### src/rtl/divisor_pkg.sv
// Shared types for the divisor arbiter: FSM states, response error codes
// and the round-robin pointer advance.
package divisor_pkg;

    typedef enum logic [1:0] {IDLE, ISSUE, WAIT, RESP} arb_state_t;

    typedef enum logic [1:0] {ERR_OK, ERR_DIV0, ERR_TMO} div_err_t;

    function automatic int rr_next(input int id, input int n);
        return (id + 1 == n) ? 0 : id + 1;
    endfunction

endpackage

### src/rtl/divisor_arbiter_rr.sv
// Combinational round-robin picker: first asserted request at or above ptr,
// wrapping around, reported both one-hot and as an index.
module rr_arbiter #(
    parameter int N  = 4,
    parameter int IW = $clog2(N)
) (
    input  logic [N-1:0]  req,
    input  logic [IW-1:0] ptr,
    output logic [N-1:0]  grant_onehot,
    output logic [IW-1:0] grant_id
);

    always_comb begin
        logic          found;
        logic [IW-1:0] idx;
        grant_onehot = '0;
        grant_id     = '0;
        found        = 1'b0;
        idx          = '0;
        for (int k = 0; k < N; k++) begin
            idx = IW'((int'(ptr) + k) % N);
            if (!found && req[idx]) begin
                found             = 1'b1;
                grant_onehot[idx] = 1'b1;
                grant_id          = idx;
            end
        end
    end

endmodule

### src/rtl/divisor_arbiter.sv
// Shares one sequential divisor core among N_REQ requesters: round-robin grant,
// one division in flight, div-by-zero bypass and a START->DONE watchdog.
module divisor_arbiter
    import divisor_pkg::*;
#(
    parameter int tamanyo = 32,
    parameter int N_REQ   = 4,
    parameter int TIMEOUT = 64
) (
    input  logic                       CLK,
    input  logic                       RST,
    input  logic [N_REQ-1:0]           req_valid,
    output logic [N_REQ-1:0]           req_ready,
    input  logic [N_REQ*tamanyo-1:0]   req_num,
    input  logic [N_REQ*tamanyo-1:0]   req_den,
    output logic [N_REQ-1:0]           rsp_valid,
    input  logic [N_REQ-1:0]           rsp_ready,
    output logic [tamanyo-1:0]         rsp_coc,
    output logic [tamanyo-1:0]         rsp_res,
    output logic [1:0]                 rsp_err,
    output logic                       START,
    output logic [tamanyo-1:0]         NUMERADOR,
    output logic [tamanyo-1:0]         DENOMINADOR,
    input  logic [tamanyo-1:0]         COC,
    input  logic [tamanyo-1:0]         RES,
    input  logic                       DONE,
    output logic                       busy
);

    localparam int IW = $clog2(N_REQ);
    localparam int CW = $clog2(TIMEOUT);

    arb_state_t state;
    div_err_t   err_q;

    logic [IW-1:0]                  rr_ptr, owner, grant_id;
    logic [N_REQ-1:0]               grant_oh;
    logic [CW-1:0]                  cnt;
    logic [N_REQ-1:0][tamanyo-1:0]  num_v, den_v;
    logic [tamanyo-1:0]             gnum, gden;

    assign num_v = req_num;
    assign den_v = req_den;
    assign gnum  = num_v[grant_id];
    assign gden  = den_v[grant_id];

    rr_arbiter #(.N(N_REQ), .IW(IW)) u_rr (
        .req          (req_valid),
        .ptr          (rr_ptr),
        .grant_onehot (grant_oh),
        .grant_id     (grant_id)
    );

    // Gated by RST so no handshake can be lost while the FSM is held in reset.
    assign req_ready = (state == IDLE && !RST) ? grant_oh : '0;
    assign busy      = (state != IDLE);
    assign rsp_err   = err_q;

    always_comb begin
        rsp_valid = '0;
        if (state == RESP) rsp_valid[owner] = 1'b1;
    end

    always_ff @(posedge CLK) begin
        if (RST) begin
            state       <= IDLE;
            rr_ptr      <= '0;
            owner       <= '0;
            cnt         <= '0;
            START       <= 1'b0;
            NUMERADOR   <= '0;
            DENOMINADOR <= '0;
            rsp_coc     <= '0;
            rsp_res     <= '0;
            err_q       <= ERR_OK;
        end else begin
            START <= 1'b0;
            case (state)
                IDLE: if (|req_valid) begin
                    owner <= grant_id;
                    if (gden == '0) begin
                        // Core is left alone: operands keep their old values.
                        rsp_coc <= '1;
                        rsp_res <= gnum;
                        err_q   <= ERR_DIV0;
                        state   <= RESP;
                    end else begin
                        NUMERADOR   <= gnum;
                        DENOMINADOR <= gden;
                        state       <= ISSUE;
                    end
                end
                ISSUE: begin
                    START <= 1'b1;
                    cnt   <= '0;
                    state <= WAIT;
                end
                WAIT: begin
                    if (DONE) begin
                        rsp_coc <= COC;
                        rsp_res <= RES;
                        err_q   <= ERR_OK;
                        state   <= RESP;
                    end else if (cnt == CW'(TIMEOUT - 1)) begin
                        rsp_coc <= '0;
                        rsp_res <= '0;
                        err_q   <= ERR_TMO;
                        state   <= RESP;
                    end else begin
                        cnt <= cnt + CW'(1);
                    end
                end
                RESP: if (rsp_ready[owner]) begin
                    rr_ptr <= IW'(rr_next(int'(owner), N_REQ));
                    state  <= IDLE;
                end
                default: state <= IDLE;
            endcase
        end
    end

endmodule

### config.mk
export PLATFORM = sky130hd
export DESIGN_NAME = divisor_arbiter
export DESIGN_NICKNAME = d
export VERILOG_FILES = /design/src/rtl/divisor_pkg.sv /design/src/rtl/divisor_arbiter_rr.sv /design/src/rtl/divisor_arbiter.sv
export SDC_FILE = /design/constraint.sdc
export NUM_CORES = 1
export LEC_CHECK = 0
export ABC_AREA = 0
export CAP_MARGIN = 20
export CELL_PAD_IN_SITES_DETAIL_PLACEMENT = 0
export CELL_PAD_IN_SITES_GLOBAL_PLACEMENT = 2
export CORE_AREA = 4 4 191 193
export DETAILED_ROUTE_END_ITERATION = 12
export DIE_AREA = 0 0 195 197
export PLACE_DENSITY_LB_ADDON = 0.1
export SLEW_MARGIN = 10
export SYNTH_ARGS = -nofsm -noshare
export SYNTH_HDL_FRONTEND = slang
export SYNTH_HIERARCHICAL = 1
export SYNTH_SLANG_ARGS = --single-unit
### constraint.sdc
create_clock -name CLK -period 9.9 [get_ports CLK]
set_input_delay 2.97 -clock CLK [delete_from_list [all_inputs] [get_ports CLK]]
set_output_delay 2.97 -clock CLK [all_outputs]
set_load 0.02 [all_outputs]
### Yosys cells after proc, flatten, opt, wreduce, memory -nomap -nowiden

Cells that the tools add are included.

* bits in registers: 143
* output and inout port bits: 140
* word-level logic and storage cells: 128

* add/sub/neg operators: 5
* magnitude comparators: 11
* eq/ne operators: 11
* mux-type cells: 62
* bitwise logic cells: 4
* reduce and logical (&&, ||, !) cells: 25

Operators by type and width (count)
* $mux W32: 9
* $bmux W32 S2: 2
* $pmux W32 S2: 2
* $logic_not A32 Y1: 1
* $mux W2: 14
* $mux W4: 6
* $lt A2 B3 Y1 const B: 6
* $mux W1: 14
* $mux W6: 2
* $or A4 B4 Y4: 3
* $pmux W6 S2: 1
* $bmux W1 S2: 5
* $demux W1 S2: 5
* $ge A2 B1 Y1 const B: 5
* $logic_and A1 B1 Y1: 9
* $reduce_and A3 Y1: 3
* $pmux W2 S4: 1
* $add A6 B1 Y6 const B: 1
* $eq A6 B6 Y1 const B: 1
* $ne A2 B1 Y1 const B: 3
* $reduce_bool A2 Y1: 3
* $add A2 B2 Y2 const B: 2
* $eq A2 B2 Y1 const B: 2
* $logic_not A1 Y1: 4
* other kinds (12): 14

### Logic depth before layout (Yosys ltp)

* depth in word-level cells: 18
* gate-level depth with buffers: 17
* mapped depth without buffers: 12

### Hierarchy

The synthesis kept the hierarchy.

Modules (own cells, without submodules)
* divisor_arbiter: instances 1, cells each 685, area each 7533.5 um2, sequential area each 2862.7 um2
* rr_arbiter: instances 1, cells each 48, area each 404.1 um2, sequential area each 0.0 um2

### Worst setup path after synthesis

No wires, ideal clock.

* path type: in2out
* start point: in req_valid[2]
* end point: out req_ready[0]
* data arrival time: 4.313 ns
* data required time: 6.930 ns
* setup slack: 2.617 ns
* cell stages on the path: 5
* buffers on the path: 0
* path through: mux4_2 > nor4b_4 > a22oi_1 > o21ai_1 > and3_1

* word-level cells in the longest chain between the ends: 13
* elaborated cells between the ends (all ways): 25
* classes of those cells: mux: 16; bitwise: 3; reduce/logical: 6

Ends and longest elaborated chain
* start: declaration: line divisor_arbiter.sv:12 `input logic [N_REQ-1:0] req_valid,`
* $bmux W1 S2: line divisor_arbiter_rr.sv:22 `if (!found && req[idx]) begin`
* $mux W1 (implied by the code): line divisor_arbiter_rr.sv:22
* $mux W1: line divisor_arbiter_rr.sv:22
* $logic_not A1 Y1: line divisor_arbiter_rr.sv:22
* $logic_and A1 B1 Y1: line divisor_arbiter_rr.sv:22
* $mux W1: line divisor_arbiter_rr.sv:22
* $logic_not A1 Y1: line divisor_arbiter_rr.sv:22
* $logic_and A1 B1 Y1: line divisor_arbiter_rr.sv:22
* $mux W1: line divisor_arbiter_rr.sv:22
* $logic_not A1 Y1: line divisor_arbiter_rr.sv:22
* $logic_and A1 B1 Y1: line divisor_arbiter_rr.sv:22
* $mux W4 *: line divisor_arbiter_rr.sv:22
* via grant_oh[0]: line divisor_arbiter.sv:37 `logic [N_REQ-1:0] grant_oh;`
* $mux W4 *: line divisor_arbiter.sv:55 `assign req_ready = (state == IDLE && !RST) ? grant_oh : '0;`
* end: declaration: line divisor_arbiter.sv:13 `output logic [N_REQ-1:0] req_ready,`

The timed path passes the listed nets; every way through them passes the cells marked *. The select of a mux whose other input is x is not followed.

### Final worst setup path

* start point: in req_valid[3]
* end point: out req_ready[3]

Same word-level chain as after synthesis.

==> out/results.ini <==
[timing]
drv_slew=0
tightest_slew_ps=1030
rsz0062_at_grt=no
tns_ps=0
clock_skew_ps=17.51
finalCriticalPeriod_ps=8581
setup_viol=0
hold_violations=0
fin_crit_sh_pct=86.68
max_freq_mhz=116.5
slew_headroom_pct=31.36

[power_and_ir_drop]
power_density_nw_per_um2=214.4
leakage_uw=0.004789
power_uw=2917
ir_drop_mv=0.1246

[synthesis]
synth_warnings=6
synth-seq-area-share_pct=36.07
yosys.area.top_type=dfxtp_1
syn_avg_cell_area_um2=10.83
synth_most_common_cell=dfxtp_1
ys_ff_latch=143
synthFlopType=dfxtp_1
synth_common_cells=dfxtp_1 (143), nor2_1 (82), mux2i_1 (69), mux4_2 (69), inv_1 (41)
synth_area_um2=7938
synth_top_area_share_pct=36.07
yosysUniqueCellTypes=45
async_flop_share_pct=0
ys_top_cells_by_area=dfxtp_1 (36%), mux4_2 (20%), mux2i_1 (8.7%)
synth_edf_count=0
synth_fp_nets=1078
netlist_instances=733

[finish]
fin_nets=1514
seqCellArea_um2=2863
fin_area_um2=13610
fillers=3468
fin_util_pct=39.39
drive_gt1_share_pct=12.86
area_delta_synth_final_pct=71.42
multi_input_area_um2=4594

[place]
globalplace.congestion=0.8415
place_area_um2=13010
dp_hpwl_mm=28.99
numPortBuffers=470

[setup_path]
startpoint_type=input port
setup.worst_path.class=input port to primary output
cp-end-kind=primary output
critPathRequiredTime_ps=6930
crit_fanout=12
cp_data_arrival_time_ps=5610

[clocking]
clock_latency_ps=430
cts_hold_buf=0
cts_made_buffers=17
clockBufferDepth=2
post_cts_buffers=0
clk_pin_slew_ps=70
clockRootBuffer=clkbuf_16
htreeDepth=4
clock_sinks=143
cts_resized=0
cts_tree=yes

[floorplan]
die_h_um=197
rows=68
die_area_um2=38420
start_util_pct=22.98
die_w_um=195
ios=471
core_um2=34540

[drt]
wl_mm=36.87
wl_per_cell_um=22.49
dr.pass1.iters=4
via_per_inst=4.633
drc=0
drt.antenna.violating_nets=0
drtIter0Drc=325
vias=7594

[global_route]
overflow=0
track_usage_pct=18.39
grt_max_degree=80
antenna_found_initial=3
grt_pass1_wl_mm=53.35
grt_pass1_vias=8108

[run_status]
outcome=complete, no violations

[hold_path]
hold_class=flip-flop to flip-flop

[run]
maxCapViolations=0

-- power breakdown --
part / internal (uW) / switching, uW / total, uW / leakage, uW
combinational: 708 / 752 / 1460 / 0.00334
clock: 362 / 296 / 659 / 0.000279
sequential: 720 / 78.8 / 798 / 0.00117
-- area by class of cell --
cell class	count	area share (%)
clock buffers	18	3.228
inverters	42	1.159
flip-flops and latches	143	21.04
repair buffers	483	35.49
multi-input cells	482	33.77
well taps	455	4.184
diodes	2	0.03678
clock inverters	14	1.103
-- metrics by stage --
stage | worst slack (ps) | hold WS [ps] | instances
floorplan | 2617 | 472.2 | 733
global placement | 1389 | 449.2 | 1605
detailed placement | 1331 | 450.0 | 1605
CTS | 1335 | 460.8 | 1637
global route | 1199 | 469.9 | 1639
finish | 1319 | 459.7 | 1639
-- worst max-delay path, cell delays in order --
cell and delay (ps):
clkdlybuf4s50_1 510, mux4_2 670, nor4b_4 480, a22oi_1 100, o21ai_0 110, and3_1 170, clkdlybuf4s50_1 590
-- cell families after synthesis --
kind of cell / count (synthesis) / share of synthesized area [%]
flops: 143 / 36.07
mux: 138 / 28.28
compound gates: 98 / 12.53
buf+inv: 108 / 6.494
simple gates: 228 / 13.98
xor+xnor: 4 / 0.4413
fa+ha+maj: 14 / 2.207
-- final timing paths --
path | from | end | slack, ps | cells past startpoint
worst max register to register | rr_ptr[0] | rsp_coc[22] | 3940 | 13
worst min-delay path | rsp_coc[24] | rsp_coc[24] | 460 | 2
worst max-delay path | req_valid[3] | req_ready[3] | 1320 | 7
worst min register to register | rsp_coc[24] | rsp_coc[24] | 460 | 2
-- cells in the final DEF (no fill, tap or decap), types with 2 or more instances in the layout --
cell type | Yosys | routed
a211oi_1 | 3 | 3
a21oi_1 | 3 | 3
a221oi_1 | 34 | 34
a221oi_2 | 30 | 30
a22oi_1 | 9 | 9
a31oi_1 | 2 | 2
and2_1 | 5 | 5
and3_1 | 6 | 6
and4_1 | 2 | 2
buf_12 | 0 | 2
buf_4 | 9 | 11
clkbuf_16 | 0 | 17
clkdlybuf4s50_1 | 0 | 469
clkinv_4 | 0 | 3
clkinvlp_4 | 0 | 3
dfxtp_1 | 143 | 143
diode_2 | 0 | 2
ha_1 | 14 | 14
inv_1 | 41 | 41
inv_6 | 0 | 5
mux2i_1 | 69 | 69
mux4_2 | 69 | 69
nand2_1 | 39 | 39
nand2b_1 | 4 | 4
nand4_1 | 5 | 5
nor2_1 | 82 | 82
nor2b_1 | 36 | 36
nor3_1 | 35 | 35
nor4_1 | 8 | 8
o21ai_0 | 6 | 6
xor2_1 | 4 | 4
-- registers in the layout (all words and copies together) (netlist names) --
register,flops
START,1
owner,2
DENOMINADOR,32
rsp_coc,32
state,2
rsp_err,2
NUMERADOR,32
rr_ptr,2
cnt,6
rsp_res,32
-- per-layer routing --
layer / wire length [um] / track usage [%] / share of wire (%) / up-vias
li1: - / - / - / 3621
met1: 14630 / 21.29 / 40 / 3639
met2: 19110 / 33.38 / 52 / 307
met3: 2682 / 5.829 / 7.3 / 25
met4: 431 / 4.034 / 1.2 / 2
met5: 11 / 0 / 0.030 / -
No activity file was read; power rests on OpenSTA's default activity.
